`config.mk`:
```
export PLATFORM = sky130hd
export DESIGN_NAME = prefetch_unit_flat
export DESIGN_NICKNAME = d
export VERILOG_FILES = /design/src/rtl/prefetch_unit_if.sv /design/src/rtl/prefetch_unit.sv /design/src/flat_wrapper.sv
export SDC_FILE = /design/constraint.sdc
export NUM_CORES = 1
export LEC_CHECK = 0
export ABC_AREA = 1
export BUFFER_PORTS_ARGS = -buffer_cell sky130_fd_sc_hd__clkbuf_2
export CAP_MARGIN = 15
export CORE_ASPECT_RATIO = 2
export CORE_MARGIN = 5
export CORE_UTILIZATION = 50
export CTS_BUF_LIST = sky130_fd_sc_hd__clkbuf_8 sky130_fd_sc_hd__clkbuf_16
export CTS_CLUSTER_SIZE = 30
export DETAILED_ROUTE_END_ITERATION = 10
export PLACE_DENSITY = 0.74
export SETUP_SLACK_MARGIN = 0.5
export SLEW_MARGIN = 20
export SYNTH_ARGS = -nofsm -noshare
export SYNTH_HDL_FRONTEND = slang
export SYNTH_SLANG_ARGS = --single-unit
```
`constraint.sdc`:
```
create_clock -name clk -period 2.15 [get_ports clk]
set_input_delay 0.215 -clock clk [delete_from_list [all_inputs] [get_ports clk]]
set_output_delay 0.215 -clock clk [all_outputs]
set_load 0.02 [all_outputs]
```
`src/rtl/prefetch_unit_if.sv`:
```
// Instruction-fetch bus: memory request/ack side plus the byte-queue consumer side.
// Master is the prefetch unit; slave is the memory/decoder environment.
interface prefetch_unit_if;
  logic        mem_access;
  logic [18:0] mem_address;
  logic        mem_ack;
  logic [15:0] mem_data;
  logic        fifo_rd_en;
  logic [7:0]  fifo_rd_data;
  logic        fifo_empty;
  logic [2:0]  fifo_count;

  modport master (
    output mem_access, mem_address, fifo_rd_data, fifo_empty, fifo_count,
    input  mem_ack, mem_data, fifo_rd_en
  );

  modport slave (
    input  mem_access, mem_address, fifo_rd_data, fifo_empty, fifo_count,
    output mem_ack, mem_data, fifo_rd_en
  );
endinterface

```
`src/rtl/prefetch_unit.sv`:
```
// Instruction prefetcher: fetches 16-bit words at cs:fetch_ip into a 6-byte show-ahead queue.
// Latency: request 1 cycle after space appears, bytes visible cycle after mem_ack (same cycle with PREFETCH_BYPASS_EN).
// Backpressure: holds off requests while the queue lacks room for the whole fetch; load_new_ip flushes.
module prefetch_unit (
  input  logic                   clk,
  input  logic                   reset_n,
  input  logic [15:0]            cs,
  input  logic                   load_new_ip,
  input  logic [15:0]            new_ip,
  prefetch_unit_if.master        bus
);

  localparam logic [2:0] DEPTH = 3'd6;

  typedef enum logic [1:0] {IDLE, FETCH, ABORT} state_t;

  state_t      state;
  logic [15:0] fetch_ip;
  logic [7:0]  q_mem [0:5];
  logic [2:0]  rd_ptr;
  logic [2:0]  wr_ptr;
  logic [2:0]  count;

  logic [18:0] word_addr;
  logic [2:0]  free_bytes;
  logic        req_ok;
  logic        ack_take;
  logic        pop;
  logic        bypass_vld;
  logic        bypass_pop;
  logic [7:0]  first_byte;
  logic [7:0]  second_byte;
  logic [1:0]  push_cnt;
  logic [7:0]  push_b0;
  logic [7:0]  push_b1;

  function automatic logic [2:0] ptr_inc(input logic [2:0] p);
    return (p == 3'd5) ? 3'd0 : p + 3'd1;
  endfunction

  // Word address of cs*16 + fetch_ip; cs*16 is even, so halving splits cleanly.
  assign word_addr   = {cs, 3'b000} + {4'b0000, fetch_ip[15:1]};
  assign free_bytes  = DEPTH - count;
  assign req_ok      = fetch_ip[0] ? (free_bytes >= 3'd1) : (free_bytes >= 3'd2);
  assign ack_take    = (state == FETCH) && bus.mem_ack && !load_new_ip;
  assign first_byte  = fetch_ip[0] ? bus.mem_data[15:8] : bus.mem_data[7:0];
  assign second_byte = bus.mem_data[15:8];

`ifdef PREFETCH_BYPASS_EN
  assign bypass_vld = ack_take && (count == 3'd0);
`else
  assign bypass_vld = 1'b0;
`endif

  assign bypass_pop = bypass_vld && bus.fifo_rd_en;
  assign pop        = bus.fifo_rd_en && (count != 3'd0) && !load_new_ip;

  assign bus.fifo_empty   = (count == 3'd0) && !bypass_vld;
  assign bus.fifo_count   = count;
  assign bus.fifo_rd_data = (count != 3'd0) ? q_mem[rd_ptr] :
                            (bypass_vld ? first_byte : 8'h00);

  // A bypassed byte that is popped in the ack cycle never enters the queue.
  always_comb begin
    push_cnt = 2'd0;
    push_b0  = first_byte;
    push_b1  = second_byte;
    if (ack_take) begin
      if (fetch_ip[0]) begin
        push_cnt = bypass_pop ? 2'd0 : 2'd1;
      end else if (bypass_pop) begin
        push_cnt = 2'd1;
        push_b0  = second_byte;
      end else begin
        push_cnt = 2'd2;
      end
    end
  end

  always_ff @(posedge clk) begin
    if (push_cnt != 2'd0) begin
      q_mem[wr_ptr] <= push_b0;
    end
    if (push_cnt == 2'd2) begin
      q_mem[ptr_inc(wr_ptr)] <= push_b1;
    end
  end

  always_ff @(posedge clk or negedge reset_n) begin
    if (!reset_n) begin
      rd_ptr <= 3'd0;
      wr_ptr <= 3'd0;
      count  <= 3'd0;
    end else if (load_new_ip) begin
      rd_ptr <= 3'd0;
      wr_ptr <= 3'd0;
      count  <= 3'd0;
    end else begin
      if (pop) begin
        rd_ptr <= ptr_inc(rd_ptr);
      end
      case (push_cnt)
        2'd1:    wr_ptr <= ptr_inc(wr_ptr);
        2'd2:    wr_ptr <= ptr_inc(ptr_inc(wr_ptr));
        default: wr_ptr <= wr_ptr;
      endcase
      count <= count + {1'b0, push_cnt} - {2'b00, pop};
    end
  end

  // Address is latched at request time, so later cs writes never disturb a pending access.
  always_ff @(posedge clk or negedge reset_n) begin
    if (!reset_n) begin
      state           <= IDLE;
      fetch_ip        <= 16'h0000;
      bus.mem_access  <= 1'b0;
      bus.mem_address <= 19'h00000;
    end else begin
      case (state)
        IDLE: begin
          if (load_new_ip) begin
            fetch_ip <= new_ip;
          end else if (req_ok) begin
            state           <= FETCH;
            bus.mem_access  <= 1'b1;
            bus.mem_address <= word_addr;
          end
        end
        FETCH: begin
          if (load_new_ip) begin
            fetch_ip <= new_ip;
            if (bus.mem_ack) begin
              state          <= IDLE;
              bus.mem_access <= 1'b0;
            end else begin
              state <= ABORT;
            end
          end else if (bus.mem_ack) begin
            fetch_ip       <= fetch_ip + (fetch_ip[0] ? 16'd1 : 16'd2);
            state          <= IDLE;
            bus.mem_access <= 1'b0;
          end
        end
        ABORT: begin
          if (load_new_ip) begin
            fetch_ip <= new_ip;
          end
          if (bus.mem_ack) begin
            state          <= IDLE;
            bus.mem_access <= 1'b0;
          end
        end
        default: begin
          state          <= IDLE;
          bus.mem_access <= 1'b0;
        end
      endcase
    end
  end

endmodule

```
`src/flat_wrapper.sv`:
```
// flat-port wrapper written by rule: the top's interface ports become plain ports
module prefetch_unit_flat 
  (clk, reset_n, cs, load_new_ip, new_ip, bus_mem_access, bus_mem_address, bus_fifo_rd_data, bus_fifo_empty, bus_fifo_count, bus_mem_ack, bus_mem_data, bus_fifo_rd_en);
  prefetch_unit_if bus_i ();
  input  logic clk;
  input  logic reset_n;
  input  logic [15:0] cs;
  input  logic load_new_ip;
  input  logic [15:0] new_ip;
  output wire logic [$bits(bus_i.mem_access)-1:0] bus_mem_access;
  output wire logic [$bits(bus_i.mem_address)-1:0] bus_mem_address;
  output wire logic [$bits(bus_i.fifo_rd_data)-1:0] bus_fifo_rd_data;
  output wire logic [$bits(bus_i.fifo_empty)-1:0] bus_fifo_empty;
  output wire logic [$bits(bus_i.fifo_count)-1:0] bus_fifo_count;
  input wire logic [$bits(bus_i.mem_ack)-1:0] bus_mem_ack;
  input wire logic [$bits(bus_i.mem_data)-1:0] bus_mem_data;
  input wire logic [$bits(bus_i.fifo_rd_en)-1:0] bus_fifo_rd_en;
  assign bus_mem_access = bus_i.mem_access;
  assign bus_mem_address = bus_i.mem_address;
  assign bus_fifo_rd_data = bus_i.fifo_rd_data;
  assign bus_fifo_empty = bus_i.fifo_empty;
  assign bus_fifo_count = bus_i.fifo_count;
  assign bus_i.mem_ack = bus_mem_ack;
  assign bus_i.mem_data = bus_mem_data;
  assign bus_i.fifo_rd_en = bus_fifo_rd_en;
  prefetch_unit u_core (.clk(clk), .reset_n(reset_n), .cs(cs), .load_new_ip(load_new_ip), .new_ip(new_ip), .bus(bus_i));
endmodule
```
==> results.yml, run 1 <==
setup_path:
  crit_path_max_fanout: 16
  reg2reg_to: "u_core.q_mem[5][0]"
  critPathKind: "flip-flop to flip-flop"
  end_kind: "flip-flop"
  cp.required_ps: 2240
  r2r_cells: 11
  cp.arrival_ps: 2210
  cp-start-kind: "flip-flop"
  ff2ff_setup_slack_ps: 30
  worstReg2RegStart: "u_core.state[1]"
synthesis:
  synth_fp_nets: 877
  yosysWarnings: 0
  syn_inst: 797
  synth-adder-area-share_pct: 5.885
  synth_top_family_by_area: "simple AND/OR/NAND/NOR gates"
  synth-compound-area-share_pct: 14.50
  synth_area_um2: 5996
  synth_xor_area_share_pct: 1.899
  avgSynthCellArea_um2: 7.523
  ys_types: 35
  synth_seq_cells: 95
  synthMuxAreaShare_pct: 1.336
  yosysSeqAreaShare_pct: 43.66
  synth-simple-area-share_pct: 24.42
global_routing:
  antenna_found_initial: 0
  grt_max_degree: 48
  track_usage_pct: 26.21
  grt_overflow: 0
  grt_pass1_vias: 6087
  grt_pass1_wl_um: 28970
route:
  ant_nets: 0
  firstDrtPassIters: 5
  drc_errors: 0
  routedWlPerCell_um: 17.82
  routed_wl_um: 19440
  viasPerCell: 5.621
  drt-initial-drc-count: 339
  vias: 6132
sta:
  relSlewSlack_pct: 35.60
  finClkSkew_ps: 8.489
  timing.fmax_mhz: 472.3
  min_period_ps: 2117
  finalCritPeriodShare_pct: 98.47
  setup_viol: 0
  maxSlewViolCount: 0
  worstMarginPinSlew_ps: 955.9
  rsz0062_at_grt: "yes"
  hold_slack_ps: 136.3
  final_hold_viol_count: 0
status:
  outcome: "completed"
finish:
  fin_cells: 1091
  fin_util_pct: 70.90
  diodes: 0
  area_growth_pct: 39.19
  layout.nets: 1021
  drive_gt1_share_pct: 33.40
  fill_cells: 910
floorplanning:
  boundaryPins: 85
  rows: 56
  dieArea_um2: 14410
  die_w_um: 87.43
  core_area_um2: 11770
  start_util_pct: 50.94
  fp.dieH_um: 164.9
pwr:
  swShare_pct: 45.31
  p_seq_share_pct: 26.8
  intPower_uw: 5893
  irDropWorstVdd_uv: 736.6
  p_clk_share_pct: 14.5
  leakage_uw: 0.003892
  p_comb_share_pct: 58.6
  power_density_nw_per_um2: 1291
  p_sw_uw: 4882
clock_network:
  clockBufferDepth: 2
  cts_sinks: 95
  cts_tree: "yes"
  clk_pin_slew_ps: 70
  numCtsBuffers: 9
  htreeDepth: 3
  cts_root_buf: "clkbuf_16"
  worst_skew_pair.late_latency_ps: 350
flow_run:
  cap_violations: 0
min_path:
  min_path_type: "primary input to flip-flop"
  holdPathEnd: "u_core.bus.fifo_count[0]"
  hp-start: "load_new_ip"
  holdPathStages: 2
placed_design:
  dp.cells: 1034
  hpwl_um: 13240
  routabilityCongestion: 0.9069
  port_buffers: 84
[sequential cells by signal (all words and copies together) (netlist names)]
name and count:
u_core.bus.fifo_count 3, u_core.bus.mem_access 1, u_core.bus.mem_address 19, u_core.fetch_ip 16, u_core.q_mem 48, u_core.rd_ptr 3
u_core.state 2, u_core.wr_ptr 3
[synth_stat cells, drive strengths merged]
| library cell | instances | area [um^2] |
|---|---|---|
| o21bai | 1 | 7.510 |
| fa | 2 | 40.04 |
| a22oi | 3 | 22.52 |
| xnor2 | 8 | 70.07 |
| nand3 | 37 | 190.2 |
| clkbuf | 11 | 41.29 |
| clkinv | 4 | 15.01 |
| buf | 14 | 70.07 |
| or2 | 2 | 12.51 |
| mux2i | 8 | 80.08 |
| o211ai | 4 | 30.03 |
| inv | 99 | 371.6 |
| edfxtp | 48 | 1441 |
| a21oi | 32 | 160.2 |
| o22ai | 9 | 56.30 |
| nand3b | 3 | 22.52 |
| nand2 | 234 | 880.9 |
| a21boi | 1 | 7.510 |
| nand4 | 5 | 31.28 |
| xor2 | 5 | 43.79 |
| o221ai | 2 | 17.52 |
| o21a | 1 | 7.510 |
| ha | 25 | 312.8 |
| dfrtp | 47 | 1176 |
| and2 | 1 | 6.260 |
| o41ai | 1 | 8.760 |
| a31oi | 1 | 6.260 |
| o21ai | 109 | 545.5 |
| nor2 | 73 | 274.0 |
| nor3 | 7 | 46.30 |
[worst max-delay path, stage by stage (launching register included)]
cell	delay (ps)
dfrtp_1	390
inv_2	70
ha_4	160
inv_4	50
nor3_4	180
buf_4	150
buf_6	120
nand4_1	210
nor2_4	220
clkinv_4	160
nand2_1	90
o21ai_1	60
[routing by layer]
| metal | up-vias | part of all wire [%] | track usage, % |
|---|---|---|---|
| li1 | 2923 | - | - |
| met1 | 2852 | 31 | 24.01 |
| met2 | 260 | 56 | 49.90 |
| met3 | 97 | 5.5 | 3.994 |
| met4 | 0 | 7.6 | 18.72 |
| met5 | - | 0 | 0 |
[how the worst max path moves through the flow]
stage / to / start / slack [ps] / cells after the start
floorplan: u_core.bus.fifo_count[1] / u_core.bus.fifo_count[0] / 10 / 12
global placement: u_core.bus.fifo_count[1] / u_core.bus.fifo_count[1] / 80 / 12
detailed placement: u_core.bus.fifo_count[1] / u_core.bus.fifo_count[1] / 40 / 12
CTS: u_core.bus.fifo_count[1] / u_core.bus.fifo_count[1] / 70 / 12
global route: u_core.q_mem[5][1] / u_core.state[1] / -80 / 11
finish: u_core.q_mem[5][0] / u_core.state[1] / 30 / 11
[area by class of cell]
cell class | count | area, um^2 | share of cell area (%)
clock inverters | 7 | 56.30 | 0.6747
flip-flops and latches | 95 | 2626 | 31.47
clock buffers | 9 | 225.2 | 2.699
repair buffers | 154 | 1201 | 14.39
repair inverters | 4 | 36.28 | 0.4348
multi-input cells | 574 | 3570 | 42.77
well taps | 145 | 181.4 | 2.174
inverters | 103 | 449.2 | 5.382
[stage by stage]
stage               setup TNS (ps)  instance area (um^2)  worst slack, ps  power, uW
floorplan                        0                  6314            11.47       6231
global placement                 0                  6974            80.22       7672
detailed placement               0                  6974            43.81       7767
CTS                              0                  7938            74.10      10230
global route                -586.4                  8346           -84.51      11450
finish                           0                  8346            32.89      10770
[cells in the final DEF, fill, tap and decap left out, types with 11 or more instances in the layout]
| master | synthesis | layout |
|---|---|---|
| o21ai_2 | 0 | 16 |
| edfxtp_1 | 48 | 48 |
| a21oi_2 | 0 | 11 |
| inv_1 | 94 | 76 |
| buf_4 | 0 | 42 |
| nand2_1 | 233 | 200 |
| a21oi_1 | 32 | 17 |
| inv_2 | 5 | 12 |
| clkbuf_2 | 0 | 75 |
| nand2_2 | 1 | 21 |
| ha_4 | 0 | 14 |
| buf_6 | 0 | 19 |
| nand3_1 | 36 | 30 |
| o21ai_1 | 32 | 41 |
| dfrtp_1 | 47 | 40 |
| o21ai_0 | 77 | 52 |
| nor2_1 | 73 | 61 |
[power groups by stage]
stage | combinational (uW) | clock, uW | sequential (uW)
final | 6320 | 1560 | 2890
after global routing | 6900 | 1620 | 2930
after CTS | 5820 | 1560 | 2850
after detailed placement | 4900 | 0 | 2870
after global placement | 4810 | 0 | 2860
after floorplan | 3230 | 0 | 3000
[repair_timing]
item / in CTS / in global routing
hold buffers: 1 / 0
cloned: 8 / 1
setup endpoints to repair: 142 / 148
setup buffers: 23 / 8
hold endpoints to repair: 17 / 0
gates resized for setup: 98 / 98
pin swaps: 13 / 5
[cells by family (layout without fill, tap and decap cells)]
kind of cell,after synthesis,in the layout
AND/OR/NAND/NOR,362,362
buffers and inverters,128,277
multiplexers,8,8
AO/OA/AOI/OAI,164,164
XOR/XNOR,13,13
adder cells (fa/ha/maj),27,27
flip-flops,95,95
No activity file was read; power rests on OpenSTA's default activity.
==> run 2, diff against run 1 <==
--- a/config.mk
+++ b/config.mk
@@ -14,6 +14,7 @@
 export CTS_BUF_LIST = sky130_fd_sc_hd__clkbuf_8 sky130_fd_sc_hd__clkbuf_16
 export CTS_CLUSTER_SIZE = 30
 export DETAILED_ROUTE_END_ITERATION = 10
+export MAX_ROUTING_LAYER = met4
 export PLACE_DENSITY = 0.74
 export SETUP_SLACK_MARGIN = 0.5
 export SLEW_MARGIN = 20
==> run 2 against run 1 <==
- global-route usage grew 2.3 points
- final cell count grew 2.0%
- critical path depth grew 1
- routed wire length up 9.1%
- utilization increased by 3.1 points
- power grew 6.3%
- clock-buffer cell count is the same
- cell area rose by 4.4%
- critical path type unchanged
- highest routed layer unchanged
==> results.yml, run 2 (synthesized netlist as in run 1, its figures left out) <==
sta:
  finClkSkew_ps: 5.586
  worstMarginPinSlew_ps: 833.1
  min_period_ps: 2070
  timing.fmax_mhz: 483.1
  setup_viol: 0
  fin_setup_tns_ps: 0
  rsz0062_at_grt: "yes"
  maxSlewViolCount: 0
  hold_slack_ps: 140.0
  final_hold_viol_count: 0
  relSlewSlack_pct: 43.87
  finalCritPeriodShare_pct: 96.28
global_routing:
  track_usage_pct: 28.51
  grt_overflow: 0
  use_met3_pct: 3.844
  antenna_found_initial: 0
  met2_usage_pct: 52.37
  busiest_layer: "met2"
  grt_use_met1_pct: 26.24
  grt_pass1_vias: 6188
  grt_pass1_wl_um: 30280
  grt_max_degree: 48
clock_network:
  htreeDepth: 3
  cts_root_buf: "clkbuf_16"
  clk_pin_slew_ps: 70
  cts_tree: "yes"
  worst_skew_pair.late_latency_ps: 360
  clockBufferDepth: 2
  numCtsBuffers: 9
  cts_sinks: 95
floorplanning:
  boundaryPins: 85
  core_area_um2: 11770
  fp.dieH_um: 164.9
  dieArea_um2: 14410
  rows: 56
  die_w_um: 87.43
  start_util_pct: 50.94
pwr:
  power_density_nw_per_um2: 1314
  p_seq_share_pct: 25.5
  irDropWorstVdd_uv: 745.3
  p_comb_share_pct: 60.5
  swShare_pct: 45.65
  p_sw_uw: 5228
  p_clk_share_pct: 14.0
  leakage_uw: 0.004057
  intPower_uw: 6225
route:
  routedWlPerCell_um: 19.06
  viasPerCell: 5.721
  firstDrtPassIters: 5
  drt-initial-drc-count: 335
  drc_errors: 0
  ant_nets: 0
  vias: 6367
  routed_wl_um: 21220
flow_run:
  cap_violations: 0
min_path:
  min_path_type: "primary input to flip-flop"
finish:
  mostFrequentLayoutCell: "nand2_1"
  area_growth_pct: 45.37
  register_area_um2: 2629
  diodes: 0
  largest_register_ffs: 48
  layout.nets: 1043
  largest_registers: "u_core.q_mem: 48 flops, u_core.bus.mem_address: 19 flops, u_core.fetch_ip: 16 flops"
  fill_cells: 835
  fin_util_pct: 74.04
  drive_gt1_share_pct: 36.88
  layout_common_cells: "nand2_1 (190), inv_1 (76), clkbuf_2 (75)"
  largest-register: "u_core.q_mem"
  multi_input_area_um2: 3631
setup_path:
  r2r_cells: 12
  ff2ff_setup_slack_ps: 80
  reg2reg_to: "u_core.bus.fifo_count[1]"
  worstReg2RegStart: "u_core.bus.fifo_count[1]"
  cp.required_ps: 2390
  critical_path.startpoint: "u_core.bus.fifo_count[1]"
  cp.arrival_ps: 2310
  cp-start-kind: "flip-flop"
  crit_path_max_fanout: 2
  critPathKind: "flip-flop to flip-flop"
  critPathCapture: "u_core.bus.fifo_count[1]"
  end_kind: "flip-flop"
placed_design:
  port_buffers: 84
  routabilityCongestion: 0.9222
  hpwl_um: 13030
status:
  outcome: "completed"
run 2: changes by cell type in the layout (fill, tap and decap cells not counted), moves of 4 or more:
| cell | change |
|---|---|
| nor2_2 | +5 |
| nand3_2 | +7 |
| nand3_1 | -8 |
| buf_16 | +4 |
| o21ai_0 | -14 |
| o21ai_1 | +17 |
| nand2_1 | -10 |
| nor2_4 | -4 |
| buf_4 | +4 |
| buf_6 | +12 |
| nand2_2 | +11 |
run 2: power groups by stage:
| stage | combinational, uW | sequential, uW | clock [uW] |
|---|---|---|---|
| 6_report | 6930 | 2920 | 1610 |
| 5_1_grt | 7480 | 2950 | 1660 |
| 4_1_cts | 5970 | 2870 | 1600 |
| 3_5_place_dp | 4850 | 2880 | 0 |
| 3_3_place_gp | 4780 | 2870 | 0 |
| 2_1_floorplan | 3230 | 3000 | 0 |
run 2: layer usage:
metal,part of all wire [%],wire length (um)
met3,5.6,1182
met5,0,0
met1,31,6589
met2,55,11690
met4,8.3,1757
run 2: area by class of cell:
class / count / share of cell area (%)
timing repair buffer: 173 / 16.88
multi-input combinational: 574 / 41.66
clock buffer: 9 / 2.584
inverter: 103 / 5.254
clock inverter: 7 / 0.7321
tap: 145 / 2.082
timing repair inverter: 7 / 0.6460
sequential: 95 / 30.16
run 2: repair_timing:
item | 4_1_cts | 5_1_grt
hold endpoints to repair | 39 | 0
pin swaps | 15 | 22
hold buffers | 1 | 0
endpoints found under the setup margin | 142 | 149
setup buffers | 32 | 18
resized for setup | 112 | 139
cloned | 13 | 2
run 2: worst max-delay path, cell delays in order, from the launching register on:
cell and delay (ps):
dfrtp_2 410, inv_2 80, ha_4 120, inv_2 30, or2_4 240, nand3_4 80
inv_4 40, ha_4 200, inv_2 60, ha_4 110, inv_2 30, fa_2 500
nor2_1 40
run 2: worst min path at each step:
stage | startpoint | endpoint | slack, ps | depth (start not counted)
after floorplan | reset_n | u_core.bus.fifo_count[0] | -80 | 0
after global placement | reset_n | u_core.fetch_ip[12] | 360 | 2
after detailed placement | reset_n | u_core.fetch_ip[12] | 360 | 2
after CTS | load_new_ip | u_core.bus.fifo_count[0] | 140 | 2
after global routing | load_new_ip | u_core.bus.fifo_count[1] | 140 | 2
final | load_new_ip | u_core.bus.fifo_count[1] | 140 | 2
run 2: through the flow:
step / std cells / total power [uW] / setup WS (ps) / instance area (um^2)
2_1_floorplan: 797 / 6231 / 11.47 / 6314
3_3_place_gp: 1031 / 7646 / 82.19 / 6952
3_5_place_dp: 1031 / 7727 / 37.50 / 6952
4_1_cts: 1093 / 10440 / 102.7 / 8107
5_1_grt: 1113 / 12090 / 25.33 / 8716
6_report: 1113 / 11450 / 80.08 / 8716
